**src/rtl/ps2_pkg.sv**
```systemverilog
// ps2_pkg: shared definitions for the PS/2 host link.
//   tx_state_e      - host transmitter state encoding
//   *_DEF           - default timing constants for a 25 MHz clock
//   TO_W/INH_W/IDX_W - counter widths of the transmitter
//   odd_parity()    - parity bit that makes the 9-bit data+parity frame odd
package ps2_pkg;

    typedef enum logic [2:0] {
        ST_IDLE     = 3'd0,
        ST_INHIBIT  = 3'd1,
        ST_SHIFT    = 3'd2,
        ST_ACK      = 3'd3,
        ST_WAITIDLE = 3'd4
    } tx_state_e;

    localparam int INHIBIT_CYCLES_DEF = 2500;    // 100 us
    localparam int FILTER_CYCLES_DEF  = 8;
    localparam int TIMEOUT_CYCLES_DEF = 375000;  // 15 ms

    localparam int TO_W  = 19;
    localparam int INH_W = 12;
    localparam int IDX_W = 4;

    function automatic logic odd_parity(input logic [7:0] d);
        return ~^d;
    endfunction

endpackage

```
**src/rtl/ps2_host_tx_if.sv**
```systemverilog
// ps2_host_tx_if: command handshake between keyboard control logic (master)
// and the PS/2 host transmitter (slave).
//   wr    - one-cycle request to send data
//   data  - command byte, captured on an accepted wr
//   busy  - transaction in progress
//   done  - one-cycle completion pulse
//   err   - valid with done: 1 = NACK or timeout
//   state - transmitter FSM state, for observation only
//
// Handshake: wr is accepted only on a cycle where busy is 0; an accepted wr
// raises busy on the following cycle. wr while busy is dropped, not queued.
// Every accepted wr produces exactly one done pulse (with busy already 0 in
// that same cycle), unless reset intervenes.
interface ps2_host_tx_if;
    import ps2_pkg::*;

    logic       wr;
    logic [7:0] data;
    logic       busy;
    logic       done;
    logic       err;
    tx_state_e  state;

    modport master (output wr, data, input busy, done, err, state);
    modport slave  (input wr, data, output busy, done, err, state);

endinterface

```
**src/rtl/ps2_line_filter.sv**
```systemverilog
// ps2_line_filter: conditions one PS/2 pad input.
//   pixclk, rst_n - clock, async active-low reset
//   line_in       - raw pad value
//   line_sync     - 2-flop synchronised value
//   line_filt     - synchronised value after FILTER_CYCLES of stability
//   fall          - one-cycle pulse when line_filt goes 1 -> 0
// Lines idle high, so the flops reset to 1 to avoid a false edge after reset.
module ps2_line_filter #(
    parameter int FILTER_CYCLES = 8
) (
    input  logic pixclk,
    input  logic rst_n,
    input  logic line_in,
    output logic line_sync,
    output logic line_filt,
    output logic fall
);
    localparam int CW = $clog2(FILTER_CYCLES + 1);

    logic          meta;
    logic [CW-1:0] cnt;

    always_ff @(posedge pixclk or negedge rst_n) begin
        if (!rst_n) begin
            meta      <= 1'b1;
            line_sync <= 1'b1;
            line_filt <= 1'b1;
            cnt       <= '0;
            fall      <= 1'b0;
        end else begin
            meta      <= line_in;
            line_sync <= meta;
            fall      <= 1'b0;
            // cnt counts consecutive samples that disagree with line_filt;
            // any agreeing sample restarts it, so short glitches vanish.
            if (line_sync == line_filt) begin
                cnt <= '0;
            end else if (cnt == CW'(FILTER_CYCLES - 1)) begin
                line_filt <= line_sync;
                cnt       <= '0;
                fall      <= line_filt;
            end else begin
                cnt <= cnt + 1'b1;
            end
        end
    end

endmodule

```
**src/rtl/ps2_host_tx.sv**
```systemverilog
// ps2_host_tx: host-to-device PS/2 transmitter. Sends one command byte
// (8 data bits LSB first, odd parity, stop) and reports ack/NACK/timeout.
//   pixclk, rst_n      - 25 MHz clock, async active-low reset
//   ps2c, ps2d         - PS/2 clock/data as read from the pads
//   ps2c_low, ps2d_low - 1 = pull the open-drain line low
//   host               - command handshake (wr/data in; busy/done/err out)
module ps2_host_tx
    import ps2_pkg::*;
#(
    parameter int INHIBIT_CYCLES = INHIBIT_CYCLES_DEF,
    parameter int FILTER_CYCLES  = FILTER_CYCLES_DEF,
    parameter int TIMEOUT_CYCLES = TIMEOUT_CYCLES_DEF
) (
    input  logic                pixclk,
    input  logic                rst_n,
    input  logic                ps2c,
    input  logic                ps2d,
    output logic                ps2c_low,
    output logic                ps2d_low,
    ps2_host_tx_if.slave        host
);
    tx_state_e              state;
    logic [7:0]             data_q;
    logic [INH_W-1:0]       inh_cnt;
    logic [TO_W-1:0]        to_cnt;
    logic [IDX_W-1:0]       bit_idx;
    logic                   err_pend;
    logic                   busy_q, done_q, err_q;
    logic                   c_filt, c_fall, c_sync_unused;
    logic                   d_meta, d_sync;
    logic                   progress, timed_out;

    ps2_line_filter #(.FILTER_CYCLES(FILTER_CYCLES)) u_clk_filter (
        .pixclk    (pixclk),
        .rst_n     (rst_n),
        .line_in   (ps2c),
        .line_sync (c_sync_unused),
        .line_filt (c_filt),
        .fall      (c_fall)
    );

    // Data only needs synchronising: it is sampled on filtered clock edges.
    always_ff @(posedge pixclk or negedge rst_n) begin
        if (!rst_n) begin
            d_meta <= 1'b1;
            d_sync <= 1'b1;
        end else begin
            d_meta <= ps2d;
            d_sync <= d_meta;
        end
    end

    // Any protocol progress in a timed state suppresses the timeout.
    always_comb begin
        progress = c_fall;
        if (state == ST_WAITIDLE) progress = c_fall || (c_filt && d_sync);
    end

    assign timed_out = (state == ST_SHIFT || state == ST_ACK || state == ST_WAITIDLE)
                       && (to_cnt == '0) && !progress;

    always_ff @(posedge pixclk or negedge rst_n) begin
        if (!rst_n) begin
            state    <= ST_IDLE;
            data_q   <= '0;
            inh_cnt  <= '0;
            to_cnt   <= '0;
            bit_idx  <= '0;
            err_pend <= 1'b0;
            busy_q   <= 1'b0;
            done_q   <= 1'b0;
            err_q    <= 1'b0;
            ps2c_low <= 1'b0;
            ps2d_low <= 1'b0;
        end else begin
            done_q <= 1'b0;
            err_q  <= 1'b0;
            if (timed_out) begin
                ps2c_low <= 1'b0;
                ps2d_low <= 1'b0;
                done_q   <= 1'b1;
                err_q    <= 1'b1;
                busy_q   <= 1'b0;
                state    <= ST_IDLE;
            end else begin
                if (state == ST_SHIFT || state == ST_ACK || state == ST_WAITIDLE) begin
                    if (c_fall)              to_cnt <= TO_W'(TIMEOUT_CYCLES);
                    else if (to_cnt != '0)   to_cnt <= to_cnt - 1'b1;
                end
                case (state)
                    ST_IDLE: begin
                        if (host.wr) begin
                            data_q   <= host.data;
                            busy_q   <= 1'b1;
                            ps2c_low <= 1'b1;
                            inh_cnt  <= '0;
                            err_pend <= 1'b0;
                            state    <= ST_INHIBIT;
                        end
                    end
                    ST_INHIBIT: begin
                        // Clock held low INHIBIT_CYCLES, then the start bit is
                        // asserted with clock still low, then clock released.
                        if (inh_cnt == INH_W'(INHIBIT_CYCLES)) begin
                            ps2c_low <= 1'b0;
                            bit_idx  <= '0;
                            to_cnt   <= TO_W'(TIMEOUT_CYCLES);
                            state    <= ST_SHIFT;
                        end else begin
                            if (inh_cnt == INH_W'(INHIBIT_CYCLES - 1)) ps2d_low <= 1'b1;
                            inh_cnt <= inh_cnt + 1'b1;
                        end
                    end
                    ST_SHIFT: begin
                        if (c_fall) begin
                            bit_idx <= bit_idx + 1'b1;
                            if (bit_idx < IDX_W'(8)) begin
                                ps2d_low <= ~data_q[bit_idx[2:0]];
                            end else if (bit_idx == IDX_W'(8)) begin
                                ps2d_low <= ~odd_parity(data_q);
                            end else begin
                                ps2d_low <= 1'b0;   // stop bit: release data
                                state    <= ST_ACK;
                            end
                        end
                    end
                    ST_ACK: begin
                        if (c_fall) begin
                            err_pend <= d_sync;     // device must hold data low
                            state    <= ST_WAITIDLE;
                        end
                    end
                    ST_WAITIDLE: begin
                        if (c_filt && d_sync) begin
                            done_q <= 1'b1;
                            err_q  <= err_pend;
                            busy_q <= 1'b0;
                            state  <= ST_IDLE;
                        end
                    end
                    default: state <= ST_IDLE;
                endcase
            end
        end
    end

    assign host.busy  = busy_q;
    assign host.done  = done_q;
    assign host.err   = err_q;
    assign host.state = state;

endmodule

```
**src/flat_wrapper.sv**
```systemverilog
// flat-port wrapper written by rule: the top's interface ports become plain ports
module ps2_host_tx_flat import ps2_pkg::*;
#(
    parameter int INHIBIT_CYCLES = INHIBIT_CYCLES_DEF,
    parameter int FILTER_CYCLES  = FILTER_CYCLES_DEF,
    parameter int TIMEOUT_CYCLES = TIMEOUT_CYCLES_DEF
)
  (pixclk, rst_n, ps2c, ps2d, ps2c_low, ps2d_low, host_wr, host_data, host_busy, host_done, host_err, host_state);
  ps2_host_tx_if host_i ();
  input  logic pixclk;
  input  logic rst_n;
  input  logic ps2c;
  input  logic ps2d;
  output logic ps2c_low;
  output logic ps2d_low;
  input wire logic [$bits(host_i.wr)-1:0] host_wr;
  input wire logic [$bits(host_i.data)-1:0] host_data;
  output wire logic [$bits(host_i.busy)-1:0] host_busy;
  output wire logic [$bits(host_i.done)-1:0] host_done;
  output wire logic [$bits(host_i.err)-1:0] host_err;
  output wire logic [$bits(host_i.state)-1:0] host_state;
  assign host_i.wr = host_wr;
  assign host_i.data = host_data;
  assign host_busy = host_i.busy;
  assign host_done = host_i.done;
  assign host_err = host_i.err;
  assign host_state = host_i.state;
  ps2_host_tx #(.INHIBIT_CYCLES(INHIBIT_CYCLES), .FILTER_CYCLES(FILTER_CYCLES), .TIMEOUT_CYCLES(TIMEOUT_CYCLES)) u_core (.pixclk(pixclk), .rst_n(rst_n), .ps2c(ps2c), .ps2d(ps2d), .ps2c_low(ps2c_low), .ps2d_low(ps2d_low), .host(host_i));
endmodule
```
**config.mk**
```make
export PLATFORM = sky130hd
export DESIGN_NAME = ps2_host_tx_flat
export DESIGN_NICKNAME = d
export VERILOG_FILES = /design/src/rtl/ps2_pkg.sv /design/src/rtl/ps2_host_tx_if.sv /design/src/rtl/ps2_line_filter.sv /design/src/rtl/ps2_host_tx.sv /design/src/flat_wrapper.sv
export SDC_FILE = /design/constraint.sdc
export NUM_CORES = 1
export LEC_CHECK = 0
export ABC_AREA = 1
export CORE_MARGIN = 3
export CORE_UTILIZATION = 45
export DETAILED_ROUTE_END_ITERATION = 16
export MAX_ROUTING_LAYER = met4
export PLACE_DENSITY = 0.69
export SLEW_MARGIN = 40
export SYNTH_ARGS = -nofsm -noshare
export SYNTH_HDL_FRONTEND = slang
export SYNTH_SLANG_ARGS = --single-unit
```
**constraint.sdc**
```tcl
create_clock -name pixclk -period 1.75 [get_ports pixclk]
set_clock_uncertainty 0.2 [all_clocks]
set_input_delay 0.525 -clock pixclk [delete_from_list [all_inputs] [get_ports pixclk]]
set_output_delay 0.525 -clock pixclk [all_outputs]
set_load 0.05 [all_outputs]
```
== Word-level counts from Yosys, hierarchy flattened ==
Cells that the tools add are included.
Storage, ports and cells
  register bits after elaboration: 62
  output and inout bits: 8
  logic and storage cells: 127
  bits of input ports: 13
Operators by class
  reductions and logical operators: 26
  muxes and demuxes: 50
  equal/unequal tests: 23
  bitwise gates (word level): 4
  add/sub/neg operators: 4
  magnitude comparators: 2
Operator list (count)
  19-bit two-way mux: 5
  12-bit equality test (second input constant): 2
  12-bit two-way mux: 2
  3-bit two-way mux: 8
  12-bit one-hot mux with 2 select lines: 1
  1-bit two-way mux: 23
  19-bit logical NOT: 1
  19-bit nonzero test: 1
  19-bit by 1-bit subtractor with 19-bit output (second input constant): 1
  3-bit by 2-bit != test with 1-bit output (second input constant): 6
  4-bit two-way mux: 4
  4-bit AND reduction: 4
  3-bit one-hot mux with 5 select lines: 1
  12-bit by 1-bit adder with 12-bit output (second input constant): 1
  3-bit by 1-bit != test with 1-bit output (second input constant): 3
  3-bit AND reduction: 3
  3-bit nonzero test: 3
  4-bit by 1-bit adder with 4-bit output (second input constant): 2
  2-bit != test (second input constant): 4
  1-bit one-hot mux with 2 select lines: 4
  4-bit one-hot mux with 2 select lines: 1
  8-bit XNOR reduction: 1
  7-bit AND reduction: 1
  3-bit by 2-bit equality test with 1-bit output (second input constant): 2
  16 further kinds: 25

== Depth between registers and ports, before layout ==
Gate-level depths: netlist of the first run.
  depth in word-level cells: 7
  mapped depth: 13
  depth with buffers taken out: 13

== Cells and area by module ==
Synthesis of the first run repeated with hierarchy kept, for this count alone.
Second synthesis, totals
  cell total of the unflattened synthesis: 471
  area total of the unflattened synthesis: 3545.9 um2
Modules (own cells, without submodules)
  ps2_host_tx: sequential area each 1353.8 um2, area each 3235.6 um2, times used 1, cells an instance 440
  ps2_line_filter: sequential area each 203.9 um2, area each 310.3 um2, times used 1, cells an instance 31

== Worst setup path after synthesis of the first run ==
Ideal clock, no wire load.
  path type: register to register
  start point: reg u_core.state[2], in the netlist u_core.host.state[2]
  end point: reg u_core.to_cnt[3]
  buffers on the path: 1
  required time: 1.421 ns
  slack: -0.182 ns
  arrival: 1.603 ns
  stages on the path, launching flop included: 9
  library setup time: 0.129 ns
  period minus slack after synthesis: 1.932 ns
  cell sequence: dfrtp_1 > nor2_2 > nand2_4 > inv_2 > nand3_2 > inv_2 > a21oi_4 > buf_6 > nand3_1
On the way
  cells in the longest elaborated chain, start to end: 6
  elaborated cells on any way between the ends: 13
  classes of those cells: 4 x eq/ne; 4 x mux; 5 x reduce/logical
Ends and longest elaborated chain
  start, declared: RTL line ps2_host_tx.sv:22  | tx_state_e state;
  start signal, assigned: RTL line ps2_host_tx.sv:64  | state <= ST_IDLE;
  start signal, assigned: RTL line ps2_host_tx.sv:84  | state <= ST_IDLE;
  start signal, assigned: RTL line ps2_host_tx.sv:98  | state <= ST_INHIBIT;
  3-bit by 2-bit equality test with 1-bit output: RTL line ps2_host_tx.sv:59, ps2_host_tx.sv:86
  1-bit logical OR (2 in a row): RTL line ps2_host_tx.sv:59, ps2_host_tx.sv:86
  19-bit two-way mux: RTL line ps2_host_tx.sv:86  | if (state == ST_SHIFT || state == ST_ACK || state == ST_WAITIDLE) begin
  19-bit two-way mux: RTL line ps2_host_tx.sv:104  | if (inh_cnt == INH_W'(INHIBIT_CYCLES)) begin
  19-bit two-way mux: RTL line ps2_host_tx.sv:90  | case (state)
  end signal, assigned: RTL line ps2_host_tx.sv:87  | if (c_fall) to_cnt <= TO_W'(TIMEOUT_CYCLES);
  end signal, assigned: RTL line ps2_host_tx.sv:88  | else if (to_cnt != '0) to_cnt <= to_cnt - 1'b1;
  end signal, assigned: RTL line ps2_host_tx.sv:107  | to_cnt <= TO_W'(TIMEOUT_CYCLES);
  end, declared: RTL line ps2_host_tx.sv:25  | logic [TO_W-1:0] to_cnt;
Parallel ways exist; a longest one is shown, timed or not.
A chain may end at the register's enable or synchronous reset.

== Worst setup path in the final report of the first run ==
  start point: reg u_core.to_cnt[0]
  end point: reg u_core.to_cnt[14]
On the way
  cells in the longest elaborated chain, start to end: 6
  elaborated cells on any way between the ends: 10
  classes of those cells: 1 x add/sub; 5 x mux; 4 x reduce/logical
Ends and longest elaborated chain (RTL line)
  19-bit by 1-bit subtractor with 19-bit output / 19-bit nonzero test (equally long branches): ps2_host_tx.sv:88
  19-bit two-way mux: ps2_host_tx.sv:88
  19-bit two-way mux: ps2_host_tx.sv:87
  19-bit two-way mux: ps2_host_tx.sv:86
  19-bit two-way mux: ps2_host_tx.sv:104
  19-bit two-way mux: ps2_host_tx.sv:90
Parallel ways exist; a longest one is shown, timed or not.

==> results of run 1 <==
==> final timing paths <==
path	endpoint	slack (ns)	cells past startpoint
min in group asynchronous	u_core.to_cnt[4]	0.52	3
hold reg to reg	u_core.d_sync	0.16	0
hold / removal	u_core.d_sync	0.16	0
setup reg to reg	u_core.to_cnt[14]	-0.18	11
setup / recovery	u_core.to_cnt[14]	-0.18	11
max in group asynchronous	u_core.d_meta	0.52	3
==> Yosys cell counts, types with 4 or more instances <==
master      n
nand2_1   131
nor2_1     62
inv_1      60
dfrtp_1    57
nand3_1    40
o21ai_0    26
nand4_1    17
nor3_1     15
a21oi_1     9
inv_2       9
nand3b_1    7
nor2_2      7
xor2_1      7
ha_1        6
nand2_2     6
dfstp_2     5
xnor2_1     4
==> critical path, delay by kind of cell (launching register included) <==
family | cells | cell delay (ns)
and+or+nand+nor | 7 | 0.85
DFF | 1 | 0.39
adders and majority gates | 1 | 0.14
AOI/OAI and AO/OA | 1 | 0.14
buffers and inverters | 2 | 0.11
==> where the power goes <==
group	total (mW)	switching [mW]	internal, mW
registers	2.37	0.470	1.91
logic	5.55	3.16	2.39
clock network	1.07	0.557	0.512
total	8.99	4.19	4.81
==> layer usage <==
metal  track usage  part of all wire  routed length (um)  up-vias
met3        0.0425             0.046                 471       37
met4        0.0734             0.030                 310        0
met5             -                 0                   0        -
met2         0.323              0.49                4940      118
li1              -                 -                   -     1835
met1         0.276              0.44                4450     1763
==> state kept, by name, indices dropped and copies added (netlist names), 3 cells and up <==
| signal | cells |
|---|---|
| u_core.bit_idx | 4 |
| u_core.data_q | 8 |
| u_core.host.state | 3 |
| u_core.inh_cnt | 12 |
| u_core.to_cnt | 19 |
| u_core.u_clk_filter.cnt | 4 |
==> cell families after synthesis <==
group | count (synthesis) | share of synthesized area
xor+xnor | 11 | 0.0261
flops | 62 | 0.421
compound gates | 46 | 0.0714
buf+inv | 77 | 0.0860
fa+ha+maj | 6 | 0.0203
simple gates | 299 | 0.375
==> final cells by class <==
type | instances | area [um^2]
inverter | 70 | 282
sequential | 62 | 1560
multi-input combinational | 363 | 2150
clock buffer | 14 | 143
fill | 617 | 2600
timing repair buffer | 104 | 963
timing repair inverter | 1 | 8.76
tap | 102 | 128
clock inverter | 2 | 10.0
==> metrics by stage <==
stage | util | setup slack [ns] | setup TNS [ns] | hold WS [ns]
CTS | 0.619 | -0.0663 | -0.852 | 0.158
global route | 0.669 | -0.295 | -5.93 | 0.164
detailed placement | 0.579 | -0.297 | -6.80 | 0.149
finish | 0.669 | -0.177 | -2.80 | 0.156
global placement | 0.579 | -0.243 | -5.81 | 0.148
floorplan | - | -0.00502 | -0.0102 | 0.0294
==> repair_timing <==
item	CTS	global route
resized for setup	21	86
hold buffers	1	0
gates cloned	2	0
pin swaps	9	37
setup endpoints to repair	29	47
endpoints found under the hold margin	20	0
buffers inserted	9	14
==> results.json, run 1 <==
{
  "cts_tree": "yes",
  "die_y_um": 96.6,
  "initial_core_util": 0.471,
  "gp_congestion": 0.938,
  "synth-edff-count": 0,
  "period_minus_slack_ns": 1.93,
  "grtUsageTotal": 0.210,
  "grt_overflow": 0,
  "hold_viol_final": 0,
  "hold_start": "u_core.d_meta",
  "h-tree-depth": 3,
  "grt_setup_unrepaired": "true",
  "antenna_found_initial": 0,
  "status": "complete, but fails checks",
  "port_buffers": 20,
  "grt_max_degree": 63,
  "synth_flop_cell": "dfrtp_1",
  "path_cells": "inv_2 > ha_4 > inv_2 > nor2_1 > nand2_1 > nor2_2 > nand3_4 > nor2_4 > nor2_1 > a21oi_1 > nor2_1",
  "netlist_instances": 501,
  "maxCapViolCount": 0,
  "postSynthAreaPerCell_um2": 7.38,
  "final_cells": 718,
  "final_cell_mix": "nand2_1 (115), buf_4 (73), dfrtp_1 (54)",
  "total_power_mw": 8.99,
  "first_global_vias": 3526,
  "dpl_cell_area_mm2": 0.00454,
  "drc": 0,
  "synthDistinctLibCells": 36,
  "coreArea_mm2": 0.00785,
  "failed_checks": "setup timing",
  "fin_area_mm2": 0.00525,
  "syn_area_mm2": 0.00370,
  "cp.required_ns": 1.79,
  "insertion_delay_ns": 0.35,
  "worst_pin_slew_ns": 0.382,
  "num_vias": 3753,
  "via_per_inst": 5.23,
  "routed_wl_um": 10200,
  "cp-end-kind": "flip-flop",
  "critPathMostFrequentCell": "nor2_1",
  "synth_seq_cells": 62,
  "nNetsFinal": 630,
  "synth_nets": 520,
  "grt_pass1_wl_um": 15800,
  "power_density_mw_per_mm2": 1710,
  "hpwl_um": 6320,
  "critical_path_peak_fanout": 4,
  "fin_crit_sh": 1.10,
  "rows": 32,
  "syn_to_final_growth_pct": 42.0,
  "clk_pin_slew_ns": 0.07,
  "fmax_ghz": 0.519,
  "r2r-start": "u_core.to_cnt[0]",
  "io_pins": 21,
  "yosysTopAreaCellShare": 0.386,
  "cts_root_buf": "clkbuf_8",
  "drt-pass1-iter-count": 5,
  "max_stage_delay_ns": 0.39,
  "yosysSeqAreaShare": 0.421,
  "avgRoutedWirePerCell_um": 14.2,
  "critPathKind": "reg2reg",
  "arrival_ns": 1.97,
  "hold_path.class": "reg2reg",
  "dp_cells": 676,
  "slew_violations": 0,
  "cts_buffer_depth": 2,
  "final_common_cell": "nand2_1",
  "cts_buffers": 9,
  "cp_slowest_cell": "dfrtp_1",
  "yosysTopAreaCell": "dfrtp_1",
  "total_leakage_power_nw": 2.52,
  "synth_area_leaders": "dfrtp_1 (39%), nand2_1 (13%), nor2_1 (6.3%), inv_1 (6.1%), nand3_1 (5.4%)",
  "antenna_left": 0,
  "die_area_mm2": 0.00934,
  "layout-drive-gt1-share": 0.357,
  "critPathLaunch": "u_core.to_cnt[0]",
  "irDropWorstVdd_uv": 1480,
  "n_antenna_cell": 0,
  "fin_ws_ns": -0.177,
  "initialDrtViolationCount": 204,
  "cts.sinks": 62,
  "finalSetupViolations": 31,
  "synthArstFlopShare": 1.00,
  "max-slew-margin-rel": 0.746,
  "die_x_um": 96.6,
  "ys_warn_count": 0,
  "cp-start-kind": "flip-flop"
}
Power figures use the tool's default switching activity.
==> inputs of run 2 (changes only) <==
--- a/config.mk
+++ b/config.mk
@@ -6,11 +6,13 @@
 export NUM_CORES = 1
 export LEC_CHECK = 0
 export ABC_AREA = 1
+export CELL_PAD_IN_SITES_DETAIL_PLACEMENT = 0
+export CELL_PAD_IN_SITES_GLOBAL_PLACEMENT = 1
 export CORE_MARGIN = 3
-export CORE_UTILIZATION = 45
+export CORE_UTILIZATION = 40
 export DETAILED_ROUTE_END_ITERATION = 16
 export MAX_ROUTING_LAYER = met4
-export PLACE_DENSITY = 0.69
+export PLACE_DENSITY = 0.8
 export SLEW_MARGIN = 40
 export SYNTH_ARGS = -nofsm -noshare
 export SYNTH_HDL_FRONTEND = slang
==> run 2 against run 1 <==
The flow still finishes with violations (setup timing). Combinational power grew 3%. Sequential power hardly changed. Routed wire length down 3.1%. Fmax down 1.4%. Critical path type unchanged. Largest power group unchanged.
==> results.json, run 2 (same netlist as run 1, synthesis figures left out) <==
{
  "dp_cells": 691,
  "cp-start-kind": "flip-flop",
  "grt_pass1_wl_um": 16200,
  "grt_max_degree": 63,
  "status": "complete, but fails checks",
  "fin_crit_sh": 1.12,
  "rows": 34,
  "syn_to_final_growth_pct": 47.4,
  "power_density_mw_per_mm2": 1770,
  "grt_setup_unrepaired": "true",
  "p_sw_mw": 4.11,
  "hold_slack_ns": 0.159,
  "grt_overflow": 0,
  "reg_top3": "u_core.to_cnt x19, u_core.inh_cnt x12, u_core.data_q x8",
  "antenna_left": 0,
  "max-slew-margin-rel": 0.735,
  "fmax_ghz": 0.512,
  "place_ws_ns": -0.296,
  "drc": 0,
  "cts.sinks": 62,
  "final_cell_mix": "nand2_1 (117), buf_4 (73), inv_1 (55)",
  "die_y_um": 102,
  "coreArea_mm2": 0.00885,
  "holdPathStages": 0,
  "nNetsFinal": 642,
  "total_power_mw": 9.61,
  "fin_setup_tns_ns": -4.24,
  "period_minus_slack_ns": 1.95,
  "routed_wl_um": 9850,
  "io_pins": 21,
  "finalSetupViolations": 33,
  "antenna_found_initial": 0,
  "first_global_vias": 3478,
  "seqPwrFrac": 0.243,
  "via_per_inst": 4.96,
  "rr_worst_depth": 13,
  "combPwrFrac": 0.593,
  "clk_pin_slew_ns": 0.08,
  "critical_path_peak_fanout": 7,
  "n_antenna_cell": 0,
  "initialDrtViolationCount": 195,
  "switching_share": 0.427,
  "initial_core_util": 0.418,
  "final_common_cell": "nand2_1",
  "die_area_mm2": 0.0104,
  "worst_pin_slew_ns": 0.395,
  "layout-drive-gt1-share": 0.349,
  "critPathKind": "reg2reg",
  "p_int_mw": 5.51,
  "irDropWorstVdd_uv": 1280,
  "h-tree-depth": 3,
  "drt-pass1-iter-count": 4,
  "cts_buffer_depth": 2,
  "grtUsageTotal": 0.204,
  "hpwl_um": 6430,
  "hold_viol_final": 0,
  "cts_tree": "yes",
  "failed_checks": "setup timing",
  "cp-end-kind": "flip-flop",
  "avgRoutedWirePerCell_um": 13.4,
  "arrival_ns": 1.98,
  "num_vias": 3650,
  "hold_path.class": "reg2reg",
  "maxCapViolCount": 0,
  "fin_ws_ns": -0.203,
  "insertion_delay_ns": 0.35,
  "port_buffers": 20,
  "die_x_um": 102,
  "cts_root_buf": "clkbuf_8",
  "total_leakage_power_nw": 2.64,
  "cts_buffers": 9,
  "largest_reg_flops": 19,
  "slew_violations": 0,
  "cp.required_ns": 1.78,
  "largest-register": "u_core.to_cnt",
  "final_cells": 736,
  "p_clk_frac": 0.164,
  "gp_congestion": 0.851
}
run 2: cell types whose count changed in the layout (fill, tap and decap cells not counted), sizes merged:
cell / previous run / this run
buf: 92 / 105
nand2: 141 / 140
clkinv: 3 / 1
clkbuf: 14 / 12
bufinv: 0 / 3
clkinvlp: 0 / 1
run 2: per-stage QoR:
| step | cell area [um^2] | utilization |
|---|---|---|
| 2_1_floorplan | 3720 | - |
| 3_3_place_gp | 4620 | 0.522 |
| 3_5_place_dp | 4620 | 0.522 |
| 4_1_cts | 5190 | 0.586 |
| 5_1_grt | 5450 | 0.616 |
| 6_report | 5450 | 0.616 |
run 2: worst max-delay path, stage by stage, from the launching register on:
cell     delay (ns)
dfrtp_1        0.40
inv_2          0.11
ha_4           0.14
inv_2          0.03
nor2_2         0.08
nand2_1        0.06
nor2_1         0.11
nand3_2        0.16
nand2_4        0.14
buf_12         0.16
buf_6          0.11
o21ai_2        0.04
nand2_1        0.05
nor2_1         0.04
run 2: layout make-up:
| cell class | instances | area [um^2] |
|---|---|---|
| Timing Repair Buffer | 117 | 1150 |
| Clock inverter | 4 | 95.1 |
| Multi-Input combinational cell | 362 | 2070 |
| Tap cell | 108 | 135 |
| Inverter | 70 | 279 |
| Sequential cell | 62 | 1560 |
| Fill cell | 766 | 3400 |
| Timing Repair inverter | 1 | 11.3 |
| Clock buffer | 12 | 145 |
run 2: timing repair:
item	in CTS	in global routing
cloned	1	0
hold endpoints to repair	17	0
pin swaps	17	20
setup endpoints to repair	30	53
resized for setup	49	49
hold buffers	1	0
setup buffers	18	9
run 2: power groups by stage:
stage	logic, mW	registers, mW	clock network, mW
after floorplan	2.49	2.49	0
after global placement	4.34	2.33	0
after detailed placement	4.43	2.34	0
after CTS	5.08	2.32	1.61
after global routing	6.26	2.41	1.68
final	5.70	2.34	1.58
run 2: path summary, 6_finish.rpt:
check                                                      to  slack (ns)                startpoint
worst max-delay path                         u_core.to_cnt[2]       -0.20          u_core.to_cnt[0]
worst min register to register  u_core.u_clk_filter.line_sync        0.16  u_core.u_clk_filter.meta
min in group asynchronous                    u_core.to_cnt[7]        0.52                     rst_n
max in group asynchronous                       u_core.d_meta        0.50                     rst_n
worst max register to register               u_core.to_cnt[2]       -0.20          u_core.to_cnt[0]
worst min-delay path            u_core.u_clk_filter.line_sync        0.16  u_core.u_clk_filter.meta
run 2: metal layers:
metal / share of wire / track usage / vias to the layer above
li1: - / - / 1855
met1: 0.48 / 0.276 / 1720
met2: 0.48 / 0.316 / 68
met3: 0.035 / 0.0362 / 7
met4: 0.0099 / 0.0555 / 0
met5: 0 / - / -
==> inputs of run 3 (changes only) <==
--- a/config.mk
+++ b/config.mk
@@ -11,6 +11,8 @@
 export CORE_MARGIN = 3
 export CORE_UTILIZATION = 40
 export DETAILED_ROUTE_END_ITERATION = 16
+export GPL_TIMING_DRIVEN = 0
+export HOLD_SLACK_MARGIN = 0.03
 export MAX_ROUTING_LAYER = met4
 export PLACE_DENSITY = 0.8
 export SLEW_MARGIN = 40
==> run 3 against run 2 <==
The run still ends with setup timing left. Utilization decreased by 5.1 points. Sequential cell count unchanged. Count of clock-buffer cells in the layout decreased by 2. Sequential power increased by 2%. Total power decreased by 10%. Register-to-register slack improved by 0.03 ns. Critical path depth unchanged. Die area unchanged. First-iteration DRC count decreased by 18%. Setup slack improved by 0.030 ns. Global-route usage decreased by 1.5 points. Largest power group unchanged.
==> results.json, run 3 (same netlist as run 1, synthesis figures left out) <==
{
  "h-tree-depth": 3,
  "nNetsFinal": 587,
  "initialDrtViolationCount": 160,
  "cts.sinks": 62,
  "fin_ws_ns": -0.174,
  "avgRoutedWirePerCell_um": 14.0,
  "critical_path_peak_fanout": 3,
  "critPathMostFrequentCell": "nand2_1",
  "layout-drive-gt1-share": 0.305,
  "slew_violations": 0,
  "rows": 34,
  "cp_slowest_cell": "dfrtp_1",
  "die_area_mm2": 0.0104,
  "critPathTopFamily": "simple AND/OR/NAND/NOR gates",
  "cts_tree": "yes",
  "io_pins": 21,
  "initial_core_util": 0.418,
  "post-route-util": 0.564,
  "fin_crit_sh": 1.10,
  "grtUsageTotal": 0.188,
  "die_x_um": 102,
  "worst_pin_slew_ns": 0.499,
  "irDropWorstVdd_uv": 1240,
  "period_minus_slack_ns": 1.92,
  "hpwl_um": 6230,
  "cts_buffer_depth": 2,
  "grt_overflow": 0,
  "cts_buffers": 9,
  "port_buffers": 20,
  "drt-pass1-iter-count": 4,
  "fin_setup_tns_ns": -3.60,
  "ff_latch_area_mm2": 0.00156,
  "coreArea_mm2": 0.00885,
  "first_global_vias": 3222,
  "maxCapViolCount": 0,
  "largest-register": "u_core.to_cnt",
  "fillCellCount": 811,
  "hold_slack_ns": 0.158,
  "insertion_delay_ns": 0.34,
  "grt_setup_unrepaired": "true",
  "hold_start": "u_core.d_meta",
  "antenna_found_initial": 0,
  "critPathLaunch": "u_core.to_cnt[0]",
  "via_per_inst": 5.13,
  "syn_to_final_growth_pct": 35.0,
  "fin_area_mm2": 0.00499,
  "cp-start-kind": "flip-flop",
  "grt_max_degree": 36,
  "final_common_cell": "nand2_1",
  "total_power_mw": 8.64,
  "reg_top3": "u_core.to_cnt x19, u_core.inh_cnt x12, u_core.data_q x8",
  "r2r-start": "u_core.to_cnt[0]",
  "max_stage_delay_ns": 0.39,
  "total_leakage_power_nw": 2.36,
  "power_density_mw_per_mm2": 1730,
  "cp.required_ns": 1.79,
  "gp_congestion": 0.824,
  "max-slew-margin-rel": 0.665,
  "clk_pin_slew_ns": 0.08,
  "hold_viol_final": 0,
  "multi_input_area_mm2": 0.00213,
  "antenna_left": 0,
  "cp-end-kind": "flip-flop",
  "critPathKind": "reg2reg",
  "final_cell_mix": "nand2_1 (116), dfrtp_1 (54), inv_1 (53)",
  "routed_wl_um": 9560,
  "die_y_um": 102,
  "largest_reg_flops": 19,
  "cts_root_buf": "clkbuf_8",
  "grt_pass1_wl_um": 15000,
  "finalSetupViolations": 38,
  "path_cells": "inv_2 > ha_4 > inv_2 > nor2_2 > nand2_1 > nor2_1 > nand3_2 > buf_4 > buf_4 > nand4_1 > nand2_1 > nand2_1 > nor2_1",
  "failed_checks": "setup timing",
  "arrival_ns": 1.96,
  "fmax_ghz": 0.520,
  "drc": 0,
  "cp.buffers_inverters": 4,
  "n_antenna_cell": 0,
  "dpl_cell_area_mm2": 0.00408,
  "hold_path.class": "reg2reg",
  "status": "complete, but fails checks",
  "num_vias": 3492
}
run 3: changes by cell type in the layout (fill, tap and decap cells not counted), moves of 3 or more:
cell     delta
buf_4      -53
buf_12     -12
buf_8       +4
buf_2       +3
inv_4       +3
nand2_4     +3
nor2_1      -3
nor3_2      -3
run 3: report_power, final:
group          internal, mW  switching [mW]  leakage [nW]
Clock                 0.836           0.597         0.108
Sequential             1.90           0.483         0.789
Combinational          1.93            2.89          1.47
run 3: repair_timing:
action                                 in CTS  in global routing
resized for setup                          79                 88
endpoints found under the hold margin      22                  0
hold buffers                                1                  0
buffers inserted                           19                 12
pin swaps                                   5                 20
setup endpoints to repair                  50                 54
gates cloned                                2                  2
run 3: worst reg2reg max path: stages, from the launching register on:
cell	delay (ns)
dfrtp_1	0.39
inv_2	0.10
ha_4	0.15
inv_2	0.03
nor2_2	0.07
nand2_1	0.05
nor2_1	0.11
nand3_2	0.15
buf_4	0.18
buf_4	0.13
nand4_1	0.10
nand2_1	0.08
nand2_1	0.06
nor2_1	0.04
run 3: cell type report:
cell class | instances | share of cell area
Buffer | 7 | 0.0155
Clock buffer | 10 | 0.0276
Clock inverter | 6 | 0.0170
Inverter | 70 | 0.0579
Multi-Input combinational cell | 362 | 0.426
Sequential cell | 62 | 0.313
Tap cell | 108 | 0.0271
Timing Repair Buffer | 56 | 0.116
run 3: final timing paths:
| kind | to | slack (ns) | cells past startpoint |
|---|---|---|---|
| max in group asynchronous | u_core.host.state[1] | 0.37 | 3 |
| setup reg to reg | u_core.to_cnt[9] | -0.17 | 13 |
| min in group asynchronous | u_core.to_cnt[8] | 0.44 | 2 |
| hold reg to reg | u_core.d_sync | 0.16 | 0 |
| hold / removal | u_core.d_sync | 0.16 | 0 |
| setup / recovery | u_core.to_cnt[9] | -0.17 | 13 |
run 3: layer usage:
metal  up-vias  global-route usage  part of all wire  wire (um)
met5         -                   -                 0          0
met4         0              0.0525             0.015        146
met3        13              0.0410             0.036        345
met2        64               0.282              0.46       4430
met1      1664               0.259              0.49       4640
li1       1751                   -                 -          -
run 3: stage by stage:
step | setup WS [ns] | instances
2_1_floorplan | -0.00502 | 501
3_3_place_gp | -2.47 | 629
3_5_place_dp | -0.353 | 630
4_1_cts | -0.142 | 668
5_1_grt | -0.262 | 681
6_report | -0.174 | 681
